File: src/rtl/mul_div_unit.sv
// Iterative 32-bit multiply/divide unit: shift-add multiply, restoring divide,
// sign handled by magnitude conversion up front and correction at the end.
`timescale 1ns/1ps
module mul_div_unit #(
  parameter int DATA_W = 32
) (
  input  logic              clk,
  input  logic              reset,
  input  logic              start,
  input  logic [4:0]        aluop,
  input  logic [DATA_W-1:0] a,
  input  logic [DATA_W-1:0] b,
  output logic              busy,
  output logic              done,
  output logic [DATA_W-1:0] result,
  output logic              error
);

  localparam int CNT_W = $clog2(DATA_W);
  localparam logic [CNT_W-1:0] CNT_LAST = CNT_W'(DATA_W - 1);

  localparam logic [4:0] OP_MUL  = 5'b10101;
  localparam logic [4:0] OP_MULH = 5'b10110;
  localparam logic [4:0] OP_MULU = 5'b10111;
  localparam logic [4:0] OP_DIV  = 5'b11010;
  localparam logic [4:0] OP_DIVU = 5'b11011;
  localparam logic [4:0] OP_REM  = 5'b11100;
  localparam logic [4:0] OP_REMU = 5'b11101;

  typedef enum logic [2:0] {IDLE, PREP, CALC, FIX, DONE} state_t;

  state_t                    state, state_nxt;
  logic [CNT_W-1:0]          cnt;
  logic [4:0]                op_r;
  logic signed [DATA_W-1:0]  a_r, b_r;
  logic [DATA_W-1:0]         hi, lo, dv;
  logic                      neg;

  logic                      is_mul, is_div, is_signed, supported, b_zero;
  logic [DATA_W:0]           mul_sum, shifted;
  logic                      q_bit;
  logic [DATA_W-1:0]         div_rem;
  logic [2*DATA_W-1:0]       prod_c;
  logic [DATA_W-1:0]         fix_res;

  function automatic logic [DATA_W-1:0] mag(input logic signed [DATA_W-1:0] x,
                                            input logic en);
    return (en && x[DATA_W-1]) ? $unsigned(-x) : $unsigned(x);
  endfunction

  function automatic logic [DATA_W-1:0] sgn_fix(input logic [DATA_W-1:0] x,
                                                input logic n);
    return n ? (~x + DATA_W'(1)) : x;
  endfunction

  always_comb begin
    is_mul    = (op_r == OP_MUL) || (op_r == OP_MULH) || (op_r == OP_MULU);
    is_div    = (op_r == OP_DIV) || (op_r == OP_DIVU) ||
                (op_r == OP_REM) || (op_r == OP_REMU);
    is_signed = (op_r == OP_MUL) || (op_r == OP_MULH) ||
                (op_r == OP_DIV) || (op_r == OP_REM);
    supported = is_mul || is_div;
    b_zero    = (b_r == '0);

    mul_sum = {1'b0, hi} + (lo[0] ? {1'b0, dv} : '0);
    shifted = {hi, lo[DATA_W-1]};
    q_bit   = (shifted >= {1'b0, dv});
    div_rem = q_bit ? DATA_W'(shifted - {1'b0, dv}) : shifted[DATA_W-1:0];

    prod_c = neg ? (~{hi, lo} + (2*DATA_W)'(1)) : {hi, lo};
    case (op_r)
      OP_MUL:          fix_res = prod_c[DATA_W-1:0];
      OP_MULH,
      OP_MULU:         fix_res = prod_c[2*DATA_W-1:DATA_W];
      OP_DIV, OP_DIVU: fix_res = sgn_fix(lo, neg);
      OP_REM, OP_REMU: fix_res = sgn_fix(hi, neg);
      default:         fix_res = '0;
    endcase
  end

  always_comb begin
    state_nxt = state;
    case (state)
      IDLE:    if (start) state_nxt = PREP;
      PREP:    state_nxt = supported ? CALC : FIX;
      CALC:    if (cnt == CNT_LAST) state_nxt = FIX;
      FIX:     state_nxt = DONE;
      DONE:    state_nxt = IDLE;
      default: state_nxt = IDLE;
    endcase
  end

  assign busy = (state == PREP) || (state == CALC) || (state == FIX);
  assign done = (state == DONE);

  always_ff @(posedge clk or posedge reset) begin
    if (reset) begin
      state  <= IDLE;
      cnt    <= '0;
      result <= '0;
      error  <= 1'b0;
    end else begin
      state <= state_nxt;
      if (state == PREP)      cnt <= '0;
      else if (state == CALC) cnt <= cnt + CNT_W'(1);
      if (state == FIX) begin
        result <= fix_res;
        error  <= !supported;
      end
    end
  end

  // Datapath: operands latch only on accept, so later input activity is ignored
  always_ff @(posedge clk) begin
    case (state)
      IDLE: if (start) begin
        a_r  <= a;
        b_r  <= b;
        op_r <= aluop;
      end
      PREP: begin
        hi <= '0;
        if (is_div) begin
          lo  <= mag(a_r, is_signed);
          dv  <= mag(b_r, is_signed);
          // Divide by zero must return all-ones quotient, so never negate it
          if (op_r == OP_REM) neg <= a_r[DATA_W-1];
          else                neg <= is_signed && !b_zero && (a_r[DATA_W-1] ^ b_r[DATA_W-1]);
        end else begin
          lo  <= mag(b_r, is_signed);
          dv  <= mag(a_r, is_signed);
          neg <= is_signed && (a_r[DATA_W-1] ^ b_r[DATA_W-1]);
        end
      end
      CALC: begin
        if (is_div) begin
          hi <= div_rem;
          lo <= {lo[DATA_W-2:0], q_bit};
        end else begin
          hi <= mul_sum[DATA_W:1];
          lo <= {mul_sum[0], lo[DATA_W-1:1]};
        end
      end
      default: ;
    endcase
  end

endmodule

File: config.mk
export PLATFORM = sky130hd
export DESIGN_NAME = mul_div_unit
export DESIGN_NICKNAME = d
export VERILOG_FILES = /design/src/rtl/mul_div_unit.sv
export SDC_FILE = /design/constraint.sdc
export NUM_CORES = 1
export LEC_CHECK = 0
export BUFFER_PORTS_ARGS = -buffer_cell sky130_fd_sc_hd__buf_2
export CAP_MARGIN = 40
export CORE_MARGIN = 5
export CORE_UTILIZATION = 49
export CTS_CLUSTER_SIZE = 24
export DETAILED_ROUTE_END_ITERATION = 6
export GPL_ROUTABILITY_DRIVEN = 0
export GPL_TIMING_DRIVEN = 0
export PLACE_DENSITY = 0.7
export SLEW_MARGIN = 20
export SYNTH_ARGS = -nofsm -noshare
export SYNTH_HDL_FRONTEND = slang
export SYNTH_SLANG_ARGS = --single-unit
File: constraint.sdc
create_clock -name clk -period 11.9 [get_ports clk]
set_input_delay 0 -clock clk [delete_from_list [all_inputs] [get_ports clk]]
set_output_delay 0 -clock clk [all_outputs]
set_load 0.02 [all_outputs]
; ---- Word-level counts from Yosys, hierarchy flattened
; Cells that the tools add are included.
[totals]
regBits = 207
wordCells = 85
[op_classes]
add_sub_neg = 8
order_cmp = 1
eq_ne = 14
n_mux = 22
n_bitwise = 4
reduce_logical = 25
[ops]
columns = cell, n
row1 = 32-bit 2-to-1 mux, 10
row2 = 32-bit one-hot mux with 2 select lines, 2
row3 = 32-bit one-hot mux with 4 select lines, 1
row4 = "32-bit by 1-bit adder with 32-bit output, second input constant", 2
row5 = "64-bit by 1-bit adder with 64-bit output, second input constant", 1
row6 = 64-bit 2-to-1 mux, 1
row7 = 32-bit negation, 2
row8 = 32-bit inverter, 2
row9 = 64-bit inverter, 1
row10 = "5-bit == test, second input constant", 8
row11 = 32-bit by 32-bit adder with 33-bit output, 1
row12 = 33-bit by 32-bit >= comparator with 1-bit output, 1
row13 = 32-bit zero test, 1
row14 = 32-bit subtractor, 1
row15 = 3-bit one-hot mux with 4 select lines, 1
row16 = 1-bit logical OR, 10
row17 = 5-bit 2-to-1 mux, 2
row18 = "3-bit by 2-bit == test with 1-bit output, second input constant", 2
row19 = 3-bit 2-to-1 mux, 2
row20 = 2-bit OR reduction, 3
row21 = "5-bit by 1-bit adder with 5-bit output, second input constant", 1
row22 = 1-bit logical AND, 5
row23 = "2-bit inequality test, second input constant", 2
row24 = 2-bit AND reduction, 2
row25 = 7 further kinds, 10

; ---- Longest topological paths before layout
[depth]
word_depth = 8
mapped_depth = 15
depth_no_buf = 13

; ---- Least setup slack after synthesis
; Ideal clock, no wire load.
[synth_timing]
kind = flip-flop to flip-flop
from = register state[0]
to = register a_r[0], enable pin
arrival_time_ps = 7697
required_time_ps = 11210
setup_slack_ps = 3513
path_stages_with_launch = 3
n_path_buf = 1
period_less_slack_ps = 8387
path_cell_list = dfrtp_1 > clkbuf_1 > nor4b_1
[synth_between]
elab_chain_cells = 2
[synth_lines]
columns = item, line
row1 = start: declaration, 32  ; state_t state, state_nxt;
row2 = start signal: assignment, 103  ; state <= state_nxt;
row3 = 3-bit zero test, 115  ; case (state)
row4 = 2-bit AND reduction (no line), n/a
row5 = end signal: assignment, 117  ; a_r <= a;
row6 = end: declaration, 35  ; logic signed [DATA_W-1:0] a_r, b_r;
; No other way between the ends.
; A chain may end at the register's enable or synchronous reset.

; ---- Final worst setup path
[layout_timing]
from = register lo[0]
to = register hi[31], data pin
[layout_between]
elab_chain_cells = 4
[layout_lines]
columns = item, line
row1 = start: declaration, 36  ; logic [DATA_W-1:0] hi, lo, dv;
row2 = start signal: assignment, 124  ; lo <= mag(a_r, is_signed);
row3 = start signal: assignment, 130  ; lo <= mag(b_r, is_signed);
row4 = start signal: assignment, 138  ; lo <= {lo[DATA_W-2:0], q_bit};
row5 = 32-bit 2-to-1 mux, 65  ; mul_sum = {1'b0, hi} + (lo[0] ? {1'b0, dv} : '0);
row6 = 32-bit by 32-bit adder with 33-bit output, 65
row7 = 32-bit 2-to-1 mux, 136  ; if (is_div) begin
row8 = 32-bit one-hot mux with 2 select lines, 115
row9 = end signal: assignment, 137  ; hi <= div_rem;
row10 = end signal: assignment, 140  ; hi <= mul_sum[DATA_W:1];
row11 = end: declaration, 36
; No other way between the ends.

==> impl_metrics.yaml <==
critical_path:
  crit_chain: "inv_1, clkbuf_1, nor2_1, fa_1, a21oi_1, o211ai_1, a221oi_1, nor3_1, o41ai_1, clkbuf_2, o31a_1, o21ai_0, a221o_1, a211oi_1, nor3_1"
  cpPeakStageDelay_ns: 0.66
  crit_path_end_kind: "flip-flop"
  critPathMostFrequentCell: "nor3_1"
  path_depth: 15
  crit_buf_inv: 3
  endpoint: "hi[31]"
  required_ns: 12.14
  cp_max_fo: 10
  cp.arrival_ns: 5.37
  rrSetupSlack_ns: 6.77
  crit_type: "reg2reg"
  critPathLaunchType: "flip-flop"
  cp-startpoint: "lo[0]"
  crit_slowest_cell: "a221oi_1"
  cp_top_family: "compound AO/OA/AOI/OAI gates"
  r2r_end: "hi[31]"
  r2r_start: "lo[0]"
  reg2regPathDepth: 15
run:
  max_cap_viol_count: 0
power_and_ir_drop:
  p_leak_nw: 7.11
  p_per_area_nw_per_um2: 301
  vdd_drop_max_uv: 180
  finalPower_w: 0.00556
synthesis:
  synth_xor_area_frac: 0.0905
  synth_nets: 1877
  ys_ff_latch: 207
  synthTopCellsByCount: "nor2_1 (223), edfxtp_1 (166), nand2_1 (145), o21ai_0 (137), a21oi_1 (127)"
  synth_most_common_cell: "nor2_1"
  ys_types: 82
  syn_inst: 1733
  synth_edf_count: 166
  synthTopCellsByArea: "edfxtp_1 (32%), xnor2_1 (6.9%), dfrtp_1 (6.5%), ha_1 (5.6%), nor2_1 (5.3%)"
  yosys.area.top_type: "edfxtp_1"
  synthMuxAreaShare: 0.0546
  synthArstFlopShare: 0.198
  synth_top_cell_area_share: 0.316
  yosysWarnings: 0
  netlist_area_um2: 15800
  synth_ff_type: "edfxtp_1"
  synth_top_family_by_area: "compound AO/OA/AOI/OAI gates"
  syn_area_per_cell_um2: 9.11
  synth_simple_gate_area_share: 0.176
  synth_compound_area_frac: 0.201
  synthAdderAreaFrac: 0.0580
  seq_area_frac_synth: 0.381
sta:
  fin_crit_sh: 0.431
  period_minus_slack_ns: 5.13
  maxSlewHeadroom: 0.377
  worst_clock_skew_ns: 0.0194
  setup_tns_ns: 0
  fmax_mhz: 195
  tightest_slew_ns: 0.934
  final_max_slew_viol_count: 0
  rsz0062_at_grt: "no"
  finalSetupViolations: 0
  final_hold_viol_count: 0
floorplanning:
  fp-row-count: 65
  dieHeight_um: 189
  core_area_um2: 31600
  initial_core_util: 0.499
  die_area_um2: 35900
  die_width_um: 189
  ios: 107
clock_network:
  cts_setup_buffers: 0
  cts_made_buffers: 22
  clkSlewWorstSetupHoldPaths_ns: 0.06
  htree_num_levels: 1
  cts_resized: 0
  cts.sinks: 207
  clockRootBuffer: "clkbuf_16"
  cts.path.max_buffers: 3
  hold_buffers: 72
  clock_latency_ns: 0.53
  cts_tree: "done"
detailed_routing:
  drt_wl_total_um: 53700
  wl_per_cell_um: 22.7
  vias_per_cell: 6.45
  ant_nets: 0
  drc: 0
  drt_pass1_iterations: 7
  vias: 15300
  drtIter0Drc: 2036
run_status:
  status: "finished, final reports clean"
placement:
  post-dp-hpwl_um: 39700
  portBuffers: 106
global_routing:
  track_usage: 0.291
  grt_pass1_wl_um: 83100
  antenna_found_initial: 1
  grt_pass1_vias: 14900
  grt_remaining_overflow: 0
  grt_max_degree: 56
layout:
  area_growth_pct: 16.9
  diodes: 0
  fin_nets: 2098
  drive_above_1_share: 0.116
worst_hold_path:
  hold_class: "in2reg"
==> report_power, final <==
| part | internal, W | switching (W) | leakage (nW) | total (W) |
|---|---|---|---|---|
| clock | 0.000419 | 0.000299 | 0.370 | 0.000718 |
| sequential | 0.00118 | 0.000412 | 2.10 | 0.00159 |
| combinational | 0.00126 | 0.00200 | 4.64 | 0.00325 |
==> cells by family (layout without fill, tap and decap cells) <==
family	count (synthesis)	in the layout
buf+inv	162	399
xor+xnor	163	163
mux	46	46
fa+ha+maj	72	72
simple gates	582	582
flops	207	207
compound gates	501	501
==> worst register-to-register path, cell delays in order (launching register included) <==
cell and delay (ns):
edfxtp_1 0.53, inv_1 0.30, clkbuf_1 0.47, nor2_1 0.16, fa_1 0.47, a21oi_1 0.26
o211ai_1 0.20, a221oi_1 0.66, nor3_1 0.16, o41ai_1 0.31, clkbuf_2 0.24, o31a_1 0.21
o21ai_0 0.18, a221o_1 0.38, a211oi_1 0.24, nor3_1 0.08
==> through the flow <==
stage	hold WS (ns)	utilization	area (um2)	std cells	setup WS (ns)
after floorplan	0.0989	-	15800	1733	3.51
after global placement	0.176	0.531	16800	2241	1.16
after detailed placement	-0.0788	0.537	17000	2259	6.57
after CTS	0.158	0.583	18400	2371	6.58
after global routing	0.187	0.583	18500	2372	6.60
final	0.185	0.583	18500	2372	6.77
==> worst min path at each step <==
stage / startpoint / end / slack (ns) / cells after the start
2_1_floorplan: a[0] / a_r[0] / 0.1 / 0
3_3_place_gp: b[14] / b_r[14] / 0.18 / 1
3_5_place_dp: reset / result[7] / -0.08 / 2
4_1_cts: b[10] / b_r[10] / 0.16 / 2
5_1_grt: b[23] / b_r[23] / 0.19 / 2
6_report: b[4] / b_r[4] / 0.18 / 2
==> metal layers <==
layer	vias to the layer above	GRT usage	part of all wire
met5	-	0	0.00024
met4	2	0.124	0.057
met3	210	0.0516	0.098
met2	936	0.486	0.46
met1	7254	0.373	0.38
li1	6903	-	-
==> area by class of cell <==
type | count | area (um2)
Multi-Input combinational cell | 1364 | 9170
Sequential cell | 207 | 6010
Timing Repair Buffer | 197 | 1410
Inverter | 69 | 262
Buffer | 93 | 353
Clock inverter | 15 | 158
Tap cell | 402 | 503
Fill cell | 2706 | 13200
Clock buffer | 25 | 583
==> cell usage in the layout, fill, tap and decap left out, types with 7 or more instances in the layout <==
cell | synthesis | routed
a211oi_1 | 29 | 29
a21o_1 | 26 | 26
a21oi_1 | 127 | 127
a221oi_1 | 14 | 14
a22oi_1 | 10 | 10
a31oi_1 | 16 | 16
and3_1 | 14 | 14
buf_1 | 7 | 7
buf_2 | 3 | 117
clkbuf_1 | 83 | 85
clkbuf_16 | 0 | 23
dfrtp_1 | 41 | 41
dlygate4sd3_1 | 0 | 72
edfxtp_1 | 166 | 166
ha_1 | 70 | 70
inv_1 | 69 | 67
mux2_2 | 10 | 10
mux4_2 | 31 | 31
nand2_1 | 145 | 145
nand2b_1 | 21 | 21
nand3_1 | 32 | 32
nand4_1 | 11 | 11
nor2_1 | 223 | 223
nor2b_1 | 9 | 9
nor3_1 | 40 | 39
nor4_1 | 14 | 14
o211ai_1 | 12 | 12
o21a_1 | 13 | 13
o21ai_0 | 137 | 137
o22ai_1 | 8 | 8
o31ai_1 | 28 | 28
o41ai_1 | 18 | 18
or3_1 | 16 | 16
or4_1 | 17 | 17
xnor2_1 | 124 | 124
xor2_1 | 39 | 39
==> sequential cells by signal, summed over array words and instances (netlist names) <==
signal / count
neg: 1
result: 32
dv: 32
lo: 32
hi: 32
state: 3
b_r: 32
cnt: 5
error: 1
op_r: 5
a_r: 32
(Power assumes the default switching activity.)
